<file path="src/rtl/riscv_ctrl_pkg.sv">
// Shared types and encodings for the multicycle RV32 controller.
// States, opcodes, ALU codes and datapath mux selects.
package riscv_ctrl_pkg;

    typedef enum logic [3:0] {
        FETCH,
        DECODE,
        MEMADR,
        MEMREAD,
        MEMWB,
        MEMWRITE,
        EXECR,
        EXECI,
        ALUWB,
        BEQ,
        JAL,
        ILLEGAL
    } state_t;

    localparam logic [6:0] OP_LW  = 7'b0000011;
    localparam logic [6:0] OP_SW  = 7'b0100011;
    localparam logic [6:0] OP_R   = 7'b0110011;
    localparam logic [6:0] OP_I   = 7'b0010011;
    localparam logic [6:0] OP_BEQ = 7'b1100011;
    localparam logic [6:0] OP_JAL = 7'b1101111;

    localparam logic [2:0] ALU_ADD = 3'b000;
    localparam logic [2:0] ALU_SUB = 3'b001;
    localparam logic [2:0] ALU_AND = 3'b010;
    localparam logic [2:0] ALU_OR  = 3'b011;
    localparam logic [2:0] ALU_SLT = 3'b101;

    localparam logic [1:0] ALUOP_ADD  = 2'b00;
    localparam logic [1:0] ALUOP_SUB  = 2'b01;
    localparam logic [1:0] ALUOP_FUNC = 2'b10;

    localparam logic [1:0] SRCA_PC    = 2'b00;
    localparam logic [1:0] SRCA_OLDPC = 2'b01;
    localparam logic [1:0] SRCA_RD1   = 2'b10;

    localparam logic [1:0] SRCB_RD2  = 2'b00;
    localparam logic [1:0] SRCB_IMM  = 2'b01;
    localparam logic [1:0] SRCB_FOUR = 2'b10;

    localparam logic [1:0] RES_ALUOUT = 2'b00;
    localparam logic [1:0] RES_RDATA  = 2'b01;
    localparam logic [1:0] RES_ALURES = 2'b10;

    localparam logic [1:0] IMM_I = 2'b00;
    localparam logic [1:0] IMM_S = 2'b01;
    localparam logic [1:0] IMM_B = 2'b10;
    localparam logic [1:0] IMM_J = 2'b11;

    function automatic logic [1:0] imm_src(input logic [6:0] op);
        logic [1:0] r;
        r = IMM_I;
        case (op)
            OP_SW:   r = IMM_S;
            OP_BEQ:  r = IMM_B;
            OP_JAL:  r = IMM_J;
            default: r = IMM_I;
        endcase
        return r;
    endfunction

endpackage

</file>
<file path="src/rtl/alu_decoder.sv">
// Combinational ALU control decode from ALUOp and instruction fields.
// legal flags funct3 values the datapath ALU can execute.
module alu_decoder
    import riscv_ctrl_pkg::*;
(
    input  logic [1:0] ALUOp,
    input  logic [2:0] funct3,
    input  logic       funct7b5,
    input  logic       op5,
    output logic [2:0] ALUControl,
    output logic       legal
);

    logic [2:0] func_ctl;

    always_comb begin
        func_ctl = ALU_ADD;
        legal    = 1'b1;
        case (funct3)
            3'b000:  func_ctl = (op5 & funct7b5) ? ALU_SUB : ALU_ADD;
            3'b010:  func_ctl = ALU_SLT;
            3'b110:  func_ctl = ALU_OR;
            3'b111:  func_ctl = ALU_AND;
            default: legal    = 1'b0;
        endcase
    end

    always_comb begin
        ALUControl = ALU_ADD;
        case (ALUOp)
            ALUOP_SUB:  ALUControl = ALU_SUB;
            ALUOP_FUNC: ALUControl = func_ctl;
            default:    ALUControl = ALU_ADD;
        endcase
    end

endmodule

</file>
<file path="src/rtl/multicycle_controller.sv">
// Moore sequencer for the shared multicycle RV32 datapath, with
// retire counter and sticky illegal-instruction halt.
module multicycle_controller
    import riscv_ctrl_pkg::*;
#(
    parameter int unsigned CNT_W = 32
) (
    input  logic             clk,
    input  logic             reset,
    input  logic [6:0]       op,
    input  logic [2:0]       funct3,
    input  logic             funct7b5,
    input  logic             Zero,
    output logic             PCWrite,
    output logic             AdrSrc,
    output logic             MemWrite,
    output logic             IRWrite,
    output logic [1:0]       ResultSrc,
    output logic [1:0]       ALUSrcA,
    output logic [1:0]       ALUSrcB,
    output logic [2:0]       ALUControl,
    output logic [1:0]       ImmSrc,
    output logic             RegWrite,
    output logic             illegal,
    output logic [CNT_W-1:0] retired
);

    state_t     state;
    state_t     state_next;
    state_t     dec_next;
    logic [1:0] alu_op;
    logic       func_legal;
    logic       pc_update;
    logic       branch;
    logic       ir_we;
    logic       mem_we;
    logic       reg_we;
    logic       retire;

    alu_decoder u_alu_dec (
        .ALUOp      (alu_op),
        .funct3     (funct3),
        .funct7b5   (funct7b5),
        .op5        (op[5]),
        .ALUControl (ALUControl),
        .legal      (func_legal)
    );

    always_ff @(posedge clk or posedge reset) begin
        if (reset) state <= FETCH;
        else       state <= state_next;
    end

    always_comb begin
        dec_next = ILLEGAL;
        case (op)
            OP_LW, OP_SW: if (funct3 == 3'b010) dec_next = MEMADR;
            OP_R:         if (func_legal) dec_next = EXECR;
            OP_I:         if (func_legal) dec_next = EXECI;
            OP_BEQ:       if (funct3 == 3'b000) dec_next = BEQ;
            OP_JAL:       dec_next = JAL;
            default:      dec_next = ILLEGAL;
        endcase
    end

    always_comb begin
        state_next = state;
        AdrSrc     = 1'b0;
        ResultSrc  = RES_ALUOUT;
        ALUSrcA    = SRCA_PC;
        ALUSrcB    = SRCB_RD2;
        alu_op     = ALUOP_ADD;
        pc_update  = 1'b0;
        branch     = 1'b0;
        ir_we      = 1'b0;
        mem_we     = 1'b0;
        reg_we     = 1'b0;
        case (state)
            FETCH: begin
                ir_we      = 1'b1;
                ALUSrcB    = SRCB_FOUR;
                ResultSrc  = RES_ALURES;
                pc_update  = 1'b1;
                state_next = DECODE;
            end
            DECODE: begin
                ALUSrcA    = SRCA_OLDPC;
                ALUSrcB    = SRCB_IMM;
                state_next = dec_next;
            end
            MEMADR: begin
                ALUSrcA    = SRCA_RD1;
                ALUSrcB    = SRCB_IMM;
                state_next = (op == OP_LW) ? MEMREAD : MEMWRITE;
            end
            MEMREAD: begin
                AdrSrc     = 1'b1;
                state_next = MEMWB;
            end
            MEMWB: begin
                ResultSrc  = RES_RDATA;
                reg_we     = 1'b1;
                state_next = FETCH;
            end
            MEMWRITE: begin
                AdrSrc     = 1'b1;
                mem_we     = 1'b1;
                state_next = FETCH;
            end
            EXECR: begin
                ALUSrcA    = SRCA_RD1;
                alu_op     = ALUOP_FUNC;
                state_next = ALUWB;
            end
            EXECI: begin
                ALUSrcA    = SRCA_RD1;
                ALUSrcB    = SRCB_IMM;
                alu_op     = ALUOP_FUNC;
                state_next = ALUWB;
            end
            ALUWB: begin
                reg_we     = 1'b1;
                state_next = FETCH;
            end
            BEQ: begin
                ALUSrcA    = SRCA_RD1;
                alu_op     = ALUOP_SUB;
                branch     = 1'b1;
                state_next = FETCH;
            end
            JAL: begin
                ALUSrcA    = SRCA_OLDPC;
                ALUSrcB    = SRCB_FOUR;
                pc_update  = 1'b1;
                state_next = ALUWB;
            end
            ILLEGAL:  state_next = ILLEGAL;
            default:  state_next = FETCH;
        endcase
    end

    // Enables are masked by reset itself so nothing fires while it is held.
    assign PCWrite  = ~reset & (pc_update | (branch & Zero));
    assign IRWrite  = ~reset & ir_we;
    assign MemWrite = ~reset & mem_we;
    assign RegWrite = ~reset & reg_we;
    assign ImmSrc   = imm_src(op);

    assign retire = (state == MEMWB) || (state == MEMWRITE) ||
                    (state == ALUWB) || (state == BEQ);

    always_ff @(posedge clk or posedge reset) begin
        if (reset)       retired <= '0;
        else if (retire) retired <= retired + CNT_W'(1);
    end

    always_ff @(posedge clk or posedge reset) begin
        if (reset)                      illegal <= 1'b0;
        else if (state_next == ILLEGAL) illegal <= 1'b1;
    end

endmodule

</file>
<file path="config.mk">
export PLATFORM = sky130hd
export DESIGN_NAME = multicycle_controller
export DESIGN_NICKNAME = d
export VERILOG_FILES = /design/src/rtl/riscv_ctrl_pkg.sv /design/src/rtl/alu_decoder.sv /design/src/rtl/multicycle_controller.sv
export SDC_FILE = /design/constraint.sdc
export NUM_CORES = 1
export LEC_CHECK = 0
export ABC_CLOCK_PERIOD_IN_PS = 3800
export CAP_MARGIN = 30
export CORE_AREA = 2 2 71 73
export CTS_BUF_LIST = sky130_fd_sc_hd__clkbuf_8
export DETAILED_ROUTE_END_ITERATION = 8
export DIE_AREA = 0 0 73 75
export GPL_ROUTABILITY_DRIVEN = 0
export PLACE_DENSITY = 0.77
export SLEW_MARGIN = 15
export SYNTH_ARGS = -nofsm -noshare
export SYNTH_HDL_FRONTEND = slang
export SYNTH_SLANG_ARGS = --single-unit
</file>
<file path="constraint.sdc">
create_clock -name clk -period 3.8 [get_ports clk]
set_input_delay 0.95 -clock clk [delete_from_list [all_inputs] [get_ports clk]]
set_output_delay 0.95 -clock clk [all_outputs]
set_load 0.02 [all_outputs]
</file>
# After elaboration in Yosys (flattened, before gate mapping)
# Index checks and enable logic that the tools add are counted.
[word_totals]
inputBits = 14
register_bits = 37
word_cells = 72
[op_classes]
n_bitwise = 8
muxes = 22
n_addsub = 1
n_reduce_logical = 15
n_eq_ne = 23
[op_table]
columns = ["op", "n"]
rows = [
  ["adder 32 x 1 -> 32 bit, second input constant", 1],
  ["one-hot mux 4 bit (6 select lines)", 1],
  ["== test 4 bit, second input constant", 5],
  ["one-hot mux 4 bit (5 select lines)", 1],
  ["== test 4 x 3 -> 1 bit, second input constant", 4],
  ["one-hot mux 2 bit (2 select lines)", 4],
  ["== test 7 x 6 -> 1 bit, second input constant", 2],
  ["== test 7 bit, second input constant", 2],
  ["two-way mux 4 bit", 3],
  ["one-hot mux 3 bit (4 select lines)", 1],
  ["OR reduction 2 bit", 6],
  ["== test 4 x 2 -> 1 bit, second input constant", 2],
  ["two-way mux 1 bit", 8],
  ["OR reduction 4 bit", 2],
  ["== test 7 x 2 -> 1 bit, second input constant", 1],
  ["== test 7 x 5 -> 1 bit, second input constant", 1],
  ["bitwise AND 1 bit", 6],
  ["== test 3 bit, second input constant", 2],
  ["one-hot mux 2 bit (3 select lines)", 1],
  ["one-hot mux 3 bit (2 select lines)", 1],
  ["OR reduction 3 bit", 2],
  ["== test 4 x 1 -> 1 bit, second input constant", 1],
  ["logical NOT 4 bit", 1],
  ["== test 3 x 2 -> 1 bit, second input constant", 1],
  ["other kinds (8)", 10],
]

# Depth between registers and ports, before layout
# Gate-level depths: netlist of the first run.
[logic_depth]
ltp_word = 7
mapped_depth = 7
mapped_depth_nobuf = 7

# Hierarchy
# A second synthesis of the first run with hierarchy kept.
[hier_totals]
cells_unflattened = 212
hier_area_um2 = 2019.4
[by_module_without_submodules]
columns = ["module", "instances", "seq_area_each_um2", "area_each_um2", "cells_each"]
rows = [
  ["multicycle_controller", 1, 925.9, 1920.6, 198],
  ["alu_decoder", 1, 0.0, 98.8, 14],
]

# Least setup slack after synthesis of the first run
# Ideal clock, no wire load.
[synth_timing]
kind = "register -> output"
from = "reg state[3]"
to = "out PCWrite"
arrival_ps = 1923
path_stages_with_launch = 6
path_slack_ps = 927
path_cell_list = "dfrtp_1 > clkbuf_1 > nor2_1 > nor4_1 > a21oi_1 > nor2_1"
[synth_via]
elab_chain_cells = 5
elab_cells_between_ends = 9
cone_classes = "eq/ne (2); mux (2); bitwise (3); reduce/logical (2)"
[synth_lines]
columns = ["item", "line_no", "source"]
rows = [
  ["start: declaration", "multicycle_controller.sv:28", "state_t state;"],
  ["start signal: assignment", "multicycle_controller.sv:51", "else state <= state_next;"],
  ["== test 4 bit or logical NOT 4 bit (tied branches)", "multicycle_controller.sv:78", "case (state)"],
  ["OR reduction 2 bit (no line) or two-way mux 1 bit (tied branches)", "-", ""],
  ["two-way mux 1 bit or bitwise AND 1 bit (tied branches)", "multicycle_controller.sv:78, multicycle_controller.sv:143", ""],
  ["OR 1 bit (*)", "multicycle_controller.sv:143", "assign PCWrite = ~reset & (pc_update | (branch & Zero));"],
  ["bitwise AND 1 bit (*)", "multicycle_controller.sv:143", ""],
  ["end: declaration", "multicycle_controller.sv:14", "output logic PCWrite,"],
]
# Every way passes the cells marked *; elsewhere a longest branch is shown, timed or not.

# Final worst setup path of the first run
[layout_timing]
from = "in op[2]"
to = "out ImmSrc[0]"
[layout_via]
elab_chain_cells = 2
elab_cells_between_ends = 4
cone_classes = "eq/ne (3); mux (1)"
[layout_lines]
columns = ["item", "line_no", "source"]
rows = [
  ["start: declaration", "multicycle_controller.sv:10", "input logic [6:0] op,"],
  ["== test 7 bit or == test 7 x 6 -> 1 bit (tied branches)", "riscv_ctrl_pkg.sv:57", "case (op)"],
  ["one-hot mux 2 bit (3 select lines) (*)", "riscv_ctrl_pkg.sv:57", ""],
  ["end: declaration", "multicycle_controller.sv:22", "output logic [1:0] ImmSrc,"],
]
# Marks and branches as above.

==> results.json, run 1 <==
{
  "worst_path_buf_inv": 2,
  "primary_flip_flop_cell_chosen_by_synthesis_mapping": "sky130_fd_sc_hd__dfrtp_1",
  "die_x_um": 73,
  "initialDrtViolationCount": 76,
  "total_power_consumption_mw": 1.44,
  "slew_headroom": 0.669,
  "worstHoldPathType": "flop to flop",
  "tns_ns": 0,
  "place_hpwl_um": 3280,
  "timing.hold.worst.start": "retired[31]$_DFFE_PP0P_",
  "crit_family": "buffers and inverters",
  "outcome": "complete, no violations",
  "antenna_found_initial": 0,
  "yosys_warnings": 0,
  "synth_to_layout_area_growth_pct": 37.5,
  "drt.antenna.violating_nets": 0,
  "syn_avg_cell_area_um2": 9.78,
  "global_route.usage.total": 0.171,
  "cp_cell_instances": "clkdlybuf4s50_1 > nand4bb_1 > nor2_1 > nor2_1 > nor2_1 > clkdlybuf4s50_1",
  "cts.path.max_buffers": 2,
  "numClockSinks": 37,
  "tightestPinTransition_ns": 0.497,
  "wl_per_cell_um": 13.1,
  "firstDrtPassIters": 4,
  "leakagePower_nw": 1.18,
  "seq_area_frac_synth": 0.453,
  "finalHoldViolations": 0,
  "reg2reg_launch_point": "state[2]$_DFF_PP0_",
  "insertion_delay_to_the_later_sink_of_the_worst_skew_pair_ns": 0.29,
  "synth_cell_type_count": 41,
  "fmaxAchievable_mhz": 275,
  "unrepaired_setup_endpoints_after_global_routing": "false",
  "vias": 1729,
  "finalSetupViolations": 0,
  "globalRoute.totalOverflow": 0,
  "min_period_ns": 3.64,
  "hold_buffer_count_at_cts": 0,
  "synth-async-reset-ratio": 1.00,
  "critical_path_sink_type": "output pin",
  "slew_viol_final": 0,
  "portBuffers": 62,
  "grt_max_degree": 38,
  "skew_ns": 0.00947,
  "io_pins": 63,
  "ratio_of_final_minimum_period_to_clock_period": 0.957,
  "n_fill_cell": 407,
  "cp_required_ns": 2.85,
  "critical_path.most_common_cell": "sky130_fd_sc_hd__nor2_1",
  "r2r.worst_path.cells": 5,
  "synth-edff-count": 0,
  "synth_area_um2": 2040,
  "postCtsSetupRepairBufs": 0,
  "layout-drive-gt1-share": 0.0693,
  "nNetsFinal": 290,
  "multiInputGateArea_um2": 1070,
  "wire_length_of_the_first_global_routing_pass_um": 7230,
  "synth-seq-cells": 37,
  "fp.coreArea_um2": 4660,
  "timing.critical_path.arrival_ns": 2.69,
  "p_per_area_nw_per_um2": 514,
  "synth_instances": 209,
  "cts_max_level": 2,
  "post-route-drc-count": 0,
  "area.sequential_um2": 926,
  "worstHoldEndpoint": "retired[31]$_DFFE_PP0P_",
  "critPathMaxStageDelay_ns": 0.61,
  "routed_vias_inst": 5.27,
  "die_y_um": 75,
  "critical_path_peak_fanout": 5,
  "start_kind": "primary input",
  "vias_in_the_first_global_route": 1611,
  "cp_slowest_cell": "sky130_fd_sc_hd__clkdlybuf4s50_1",
  "cts.reportedPaths.clkPinSlew_ns": 0.08,
  "rrSetupSlack_ns": 1.75,
  "n_antenna_cell": 0,
  "initial_utilization": 0.439,
  "timing_worst_setup_path_type": "primary input to output pin",
  "postCtsResizedCells": 0,
  "die_area_um2": 5480,
  "tritoncts.num_buffers": 5,
  "cap_viol_max_count": 0,
  "r2r-end": "retired[17]$_DFFE_PP0P_",
  "synthesis.nets": 226,
  "cts_tree": "done",
  "root_buffer": "sky130_fd_sc_hd__clkbuf_8",
  "max_ir_drop_vdd_mv": 0.232,
  "holdPathStages": 1,
  "placement_rows": 25,
  "totalWireLength_um": 4290
}
## synth_stat cells (all sizes together) (2+ instances only)
cell type  number  area [um^2]
nand3          16         90.1
inv             5         18.8
nand2          24         90.1
nor2b           3         18.8
nand4           4         25.0
nor3            8         72.6
nor4            4         25.0
and4            4         35.0
and3            7         43.8
o21ai           3         15.0
nor4b           2         17.5
a21oi           3         15.0
xor2            8         77.6
dfrtp          37          926
nor2           16         60.1
nor3b           5         37.5
buf             3         12.5
o31ai           2         15.0
xnor2          26          228
clkbuf          5         18.8
ha              3         37.5
nand2b          3         18.8
nand3b          2         15.0
and2            4         25.0
## registers in the layout (all words and copies together), names as in the netlist
signal,cells
illegal,1
retired,32
state,4
## stage by stage
step	hold WS (ns)	cells	setup WS, ns	utilization	area [um^2]
after floorplan	0.582	209	0.927	-	2040
after global placement	0.462	320	0.214	0.584	2720
after detailed placement	0.473	320	0.185	0.584	2720
after CTS	0.484	328	0.169	0.603	2810
after global routing	0.497	328	0.0764	0.603	2810
final	0.478	328	0.163	0.603	2810
## worst reg2reg max path, delay by kind of cell, from the launching register on
| kind | cells | cell delay (ns) |
|---|---|---|
| simple gates | 3 | 0.82 |
| flops | 1 | 0.65 |
| xor+xnor | 2 | 0.50 |
## layout make-up
class / instances / share of cell area
multi-input combinational: 159 / 0.380
sequential: 37 / 0.329
timing repair buffer: 65 / 0.229
clock buffer: 5 / 0.0245
tap: 54 / 0.0240
inverter: 5 / 0.00668
clock inverter: 3 / 0.00623
## worst max path at each step
stage / cells after the start / startpoint / slack (ns) / endpoint
2_1_floorplan: 5 / state[3]$_DFF_PP0_ / 0.93 / PCWrite
3_3_place_gp: 6 / op[2] / 0.21 / ImmSrc[0]
3_5_place_dp: 6 / op[2] / 0.19 / ImmSrc[0]
4_1_cts: 6 / op[2] / 0.17 / ImmSrc[0]
5_1_grt: 6 / op[2] / 0.08 / ImmSrc[0]
6_report: 6 / op[2] / 0.16 / ImmSrc[0]
## cell usage in the layout (no fill, tap or decap), drive strengths merged, types with 2 or more instances in the layout
cell type,instances
nor4,4
clkdlybuf4s50,62
and4,4
o31ai,2
nor3b,5
nand3,16
ha,3
nand2,24
nor2b,3
buf,3
nor2,16
xnor2,26
nand4,4
xor2,8
nor4b,2
nand3b,2
nand2b,3
clkbuf,5
and2,4
nor3,8
inv,5
dfrtp,37
a21oi,3
clkinv,2
o21ai,3
and3,7
## cell families (layout without fill, tap and decap cells)
logic type / after synthesis / in the layout / share of synthesized area
simple gates: 105 / 105 / 0.294
flops: 37 / 37 / 0.453
xor+xnor: 34 / 34 / 0.149
compound gates: 16 / 16 / 0.0551
buf+inv: 13 / 78 / 0.0245
fa+ha+maj: 3 / 3 / 0.0184
mux: 1 / 1 / 0.00551
## power by group
| group | internal [mW] | switching [mW] | total, mW |
|---|---|---|---|
| Combinational | 0.308 | 0.325 | 0.633 |
| Sequential | 0.448 | 0.101 | 0.549 |
| Clock | 0.126 | 0.136 | 0.262 |
| Total | 0.883 | 0.562 | 1.44 |
## layer usage
metal / GRT usage / up-vias / routed length, um
met2: 0.271 / 44 / 2080
met1: 0.226 / 828 / 1950
met5: 0 / - / 0
met4: 0.0494 / 0 / 49
met3: 0.0522 / 7 / 213
li1: - / 850 / -
No activity file was read; power rests on OpenSTA's default activity.
==> run 2: changes to the inputs <==
- ABC_AREA: not set -> 1
- CORE_AREA: 2 2 71 73 -> 2 2 79 81
- CTS_CLUSTER_SIZE: not set -> 8
- DIE_AREA: 0 0 73 75 -> 0 0 81 83
- PLACE_DENSITY: 0.77 -> 0.75
==> results.json, run 2 <==
{
  "n_fill_cell": 569,
  "cts_tree": "done",
  "grt_max_degree": 38,
  "leakagePower_nw": 1.58,
  "post-route-drc-count": 0,
  "wl_per_cell_um": 11.8,
  "critical_path_sink_type": "output pin",
  "n_antenna_cell": 0,
  "synth-async-reset-ratio": 1.00,
  "cts.reportedPaths.clkPinSlew_ns": 0.07,
  "synth_to_layout_area_growth_pct": 30.9,
  "outcome": "complete, no violations",
  "synth_area_um2": 2600,
  "cts.path.max_buffers": 2,
  "total_power_consumption_mw": 1.53,
  "root_buffer": "sky130_fd_sc_hd__clkbuf_8",
  "cp_required_ns": 2.85,
  "worstHoldPathType": "flop to flop",
  "placement_rows": 28,
  "finalCoreUtilization": 0.585,
  "layout.cells.most_common_list": "sky130_fd_sc_hd__nand2_1 (125), sky130_fd_sc_hd__clkdlybuf4s50_1 (62), sky130_fd_sc_hd__nor2_1 (58)",
  "io_pins": 63,
  "reg.largest.list": "retired: 32 flops, state: 4 flops, illegal: 1 flops",
  "multiInputGateArea_um2": 1430,
  "postCtsResizedCells": 0,
  "die_area_um2": 6720,
  "netlist.area_leader.share": 0.356,
  "tightestPinTransition_ns": 0.476,
  "vias_in_the_first_global_route": 2558,
  "seq_area_frac_synth": 0.356,
  "timing.critical_path.arrival_ns": 2.71,
  "crit_family": "buffers and inverters",
  "ys_top_cells_by_area": "sky130_fd_sc_hd__dfrtp_1 (36%), sky130_fd_sc_hd__nand2_1 (18%), sky130_fd_sc_hd__nor2_1 (8.4%)",
  "synthesis.nets": 408,
  "worst_path_buf_inv": 3,
  "totalWireLength_um": 6300,
  "wire_length_of_the_first_global_routing_pass_um": 11200,
  "routed_vias_inst": 4.92,
  "start_kind": "primary input",
  "hold_buffer_count_at_cts": 0,
  "drt.antenna.violating_nets": 0,
  "critPathMaxStageDelay_ns": 0.60,
  "slew_headroom": 0.683,
  "nNetsFinal": 475,
  "finalHoldViolations": 0,
  "top_register": "retired",
  "yosys_warnings": 0,
  "global_route.usage.total": 0.206,
  "numClockSinks": 37,
  "initialDrtViolationCount": 115,
  "synth_cell_type_count": 27,
  "r2r-end": "retired[18]$_DFFE_PP0P_",
  "post-synth-top-count-cell": "sky130_fd_sc_hd__nand2_1",
  "vias": 2626,
  "synth_instances": 391,
  "layout-drive-gt1-share": 0.0784,
  "worstHoldEndpoint": "illegal$_DFFE_PP0N_",
  "max_ir_drop_vdd_mv": 0.377,
  "place_hpwl_um": 4960,
  "unrepaired_setup_endpoints_after_global_routing": "false",
  "synth_largest_area_cell": "sky130_fd_sc_hd__dfrtp_1",
  "insertion_delay_to_the_later_sink_of_the_worst_skew_pair_ns": 0.29,
  "post_synth_most_frequent_cells": "sky130_fd_sc_hd__nand2_1 (125), sky130_fd_sc_hd__nor2_1 (58), sky130_fd_sc_hd__inv_1 (51), sky130_fd_sc_hd__dfrtp_1 (37), sky130_fd_sc_hd__nand3_1 (26)",
  "largest_reg_flops": 32,
  "fmaxAchievable_mhz": 273,
  "critical_path_peak_fanout": 3,
  "rrSetupSlack_ns": 2.17,
  "globalRoute.totalOverflow": 0,
  "fp.coreArea_um2": 5820,
  "firstDrtPassIters": 4,
  "p_per_area_nw_per_um2": 449,
  "postCtsSetupRepairBufs": 0,
  "reg2reg_launch_point": "retired[1]$_DFFE_PP0P_",
  "cts_max_level": 2,
  "holdPathStages": 2,
  "die_x_um": 81,
  "r2r.worst_path.cells": 9,
  "cap_viol_max_count": 0,
  "initial_utilization": 0.447,
  "synth-seq-cells": 37,
  "cp_cell_instances": "clkdlybuf4s50_1 > inv_1 > nand2_1 > nor2_1 > nand3_1 > o21ai_0 > a21oi_1 > nor2_1 > clkdlybuf4s50_1",
  "tritoncts.num_buffers": 5,
  "die_y_um": 83,
  "synth-edff-count": 0,
  "slew_viol_final": 0,
  "syn_avg_cell_area_um2": 6.65,
  "primary_flip_flop_cell_chosen_by_synthesis_mapping": "sky130_fd_sc_hd__dfrtp_1",
  "timing.hold.worst.start": "illegal$_DFFE_PP0N_",
  "area.sequential_um2": 926,
  "min_period_ns": 3.66,
  "antenna_found_initial": 0,
  "portBuffers": 62,
  "skew_ns": 0.00780,
  "ratio_of_final_minimum_period_to_clock_period": 0.964,
  "timing_worst_setup_path_type": "primary input to output pin",
  "holdWs_ns": 0.465,
  "finalSetupViolations": 0,
  "cp_slowest_cell": "sky130_fd_sc_hd__clkdlybuf4s50_1",
  "tns_ns": 0,
  "final_common_cell": "sky130_fd_sc_hd__nand2_1"
}
==> run 2: cell count changes after synthesis, sizes merged, moves of 7 or more <==
cell	before	now
inv	5	58
nor3	8	17
nand2	24	133
and3	7	0
nand3	16	27
nor2	16	67
xnor2	26	6
==> run 2: logic make-up (layout without fill, tap and decap cells) <==
family	Yosys count	in the layout	synth area share
xor+xnor	19	19	0.0640
fa+ha+maj	3	3	0.0144
flops	37	37	0.356
buf+inv	61	129	0.0920
simple gates	254	254	0.439
compound gates	17	17	0.0347
==> run 2: cell type report <==
cell class | instances | share of cell area
multi-input combinational | 293 | 0.422
clock inverter | 1 | 0.00147
inverter | 58 | 0.0640
sequential | 37 | 0.272
tap | 75 | 0.0276
timing repair buffer | 63 | 0.185
clock buffer | 7 | 0.0283
==> run 2: per-layer routing <==
| metal | vias to the layer above | part of all wire | global-route usage |
|---|---|---|---|
| met4 | 0 | 0.013 | 0.0601 |
| met1 | 1207 | 0.47 | 0.263 |
| met5 | - | 0 | 0 |
| met2 | 65 | 0.48 | 0.354 |
| met3 | 6 | 0.045 | 0.0326 |
| li1 | 1348 | - | - |
==> run 2: power by group <==
part           internal (mW)  leakage [nW]  total, mW  switching [mW]
clock                  0.164        0.0542      0.302           0.138
sequential             0.443         0.498      0.514          0.0713
combinational          0.262          1.02      0.712           0.450
total                  0.869          1.58       1.53           0.660
==> run 2: worst max-delay path by stage <==
stage               from  slack (ns)  depth (start not counted)            end
2_1_floorplan      op[3]        1.04                          3      ImmSrc[0]
3_3_place_gp       op[3]        0.28                          5      ImmSrc[0]
3_5_place_dp   funct3[2]        0.19                          9  ALUControl[0]
4_1_cts        funct3[2]        0.18                          9  ALUControl[0]
5_1_grt        funct3[2]        0.07                          9  ALUControl[0]
6_report       funct3[2]        0.14                          9  ALUControl[0]
==> run 2: worst min-delay path: cells and delay by family (launching register included) <==
family / cells / cell delay (ns)
flip-flops: 1 / 0.34
AND/OR/NAND/NOR: 1 / 0.05
buffers and inverters: 1 / 0.04
==> run 2: through the flow <==
step | std cells | instance area, um^2 | worst slack, ns
4_1_cts | 534 | 3400 | 0.178
6_report | 534 | 3400 | 0.138
5_1_grt | 534 | 3400 | 0.0696
3_3_place_gp | 526 | 3300 | 0.279
3_5_place_dp | 526 | 3300 | 0.188
2_1_floorplan | 391 | 2600 | 1.04
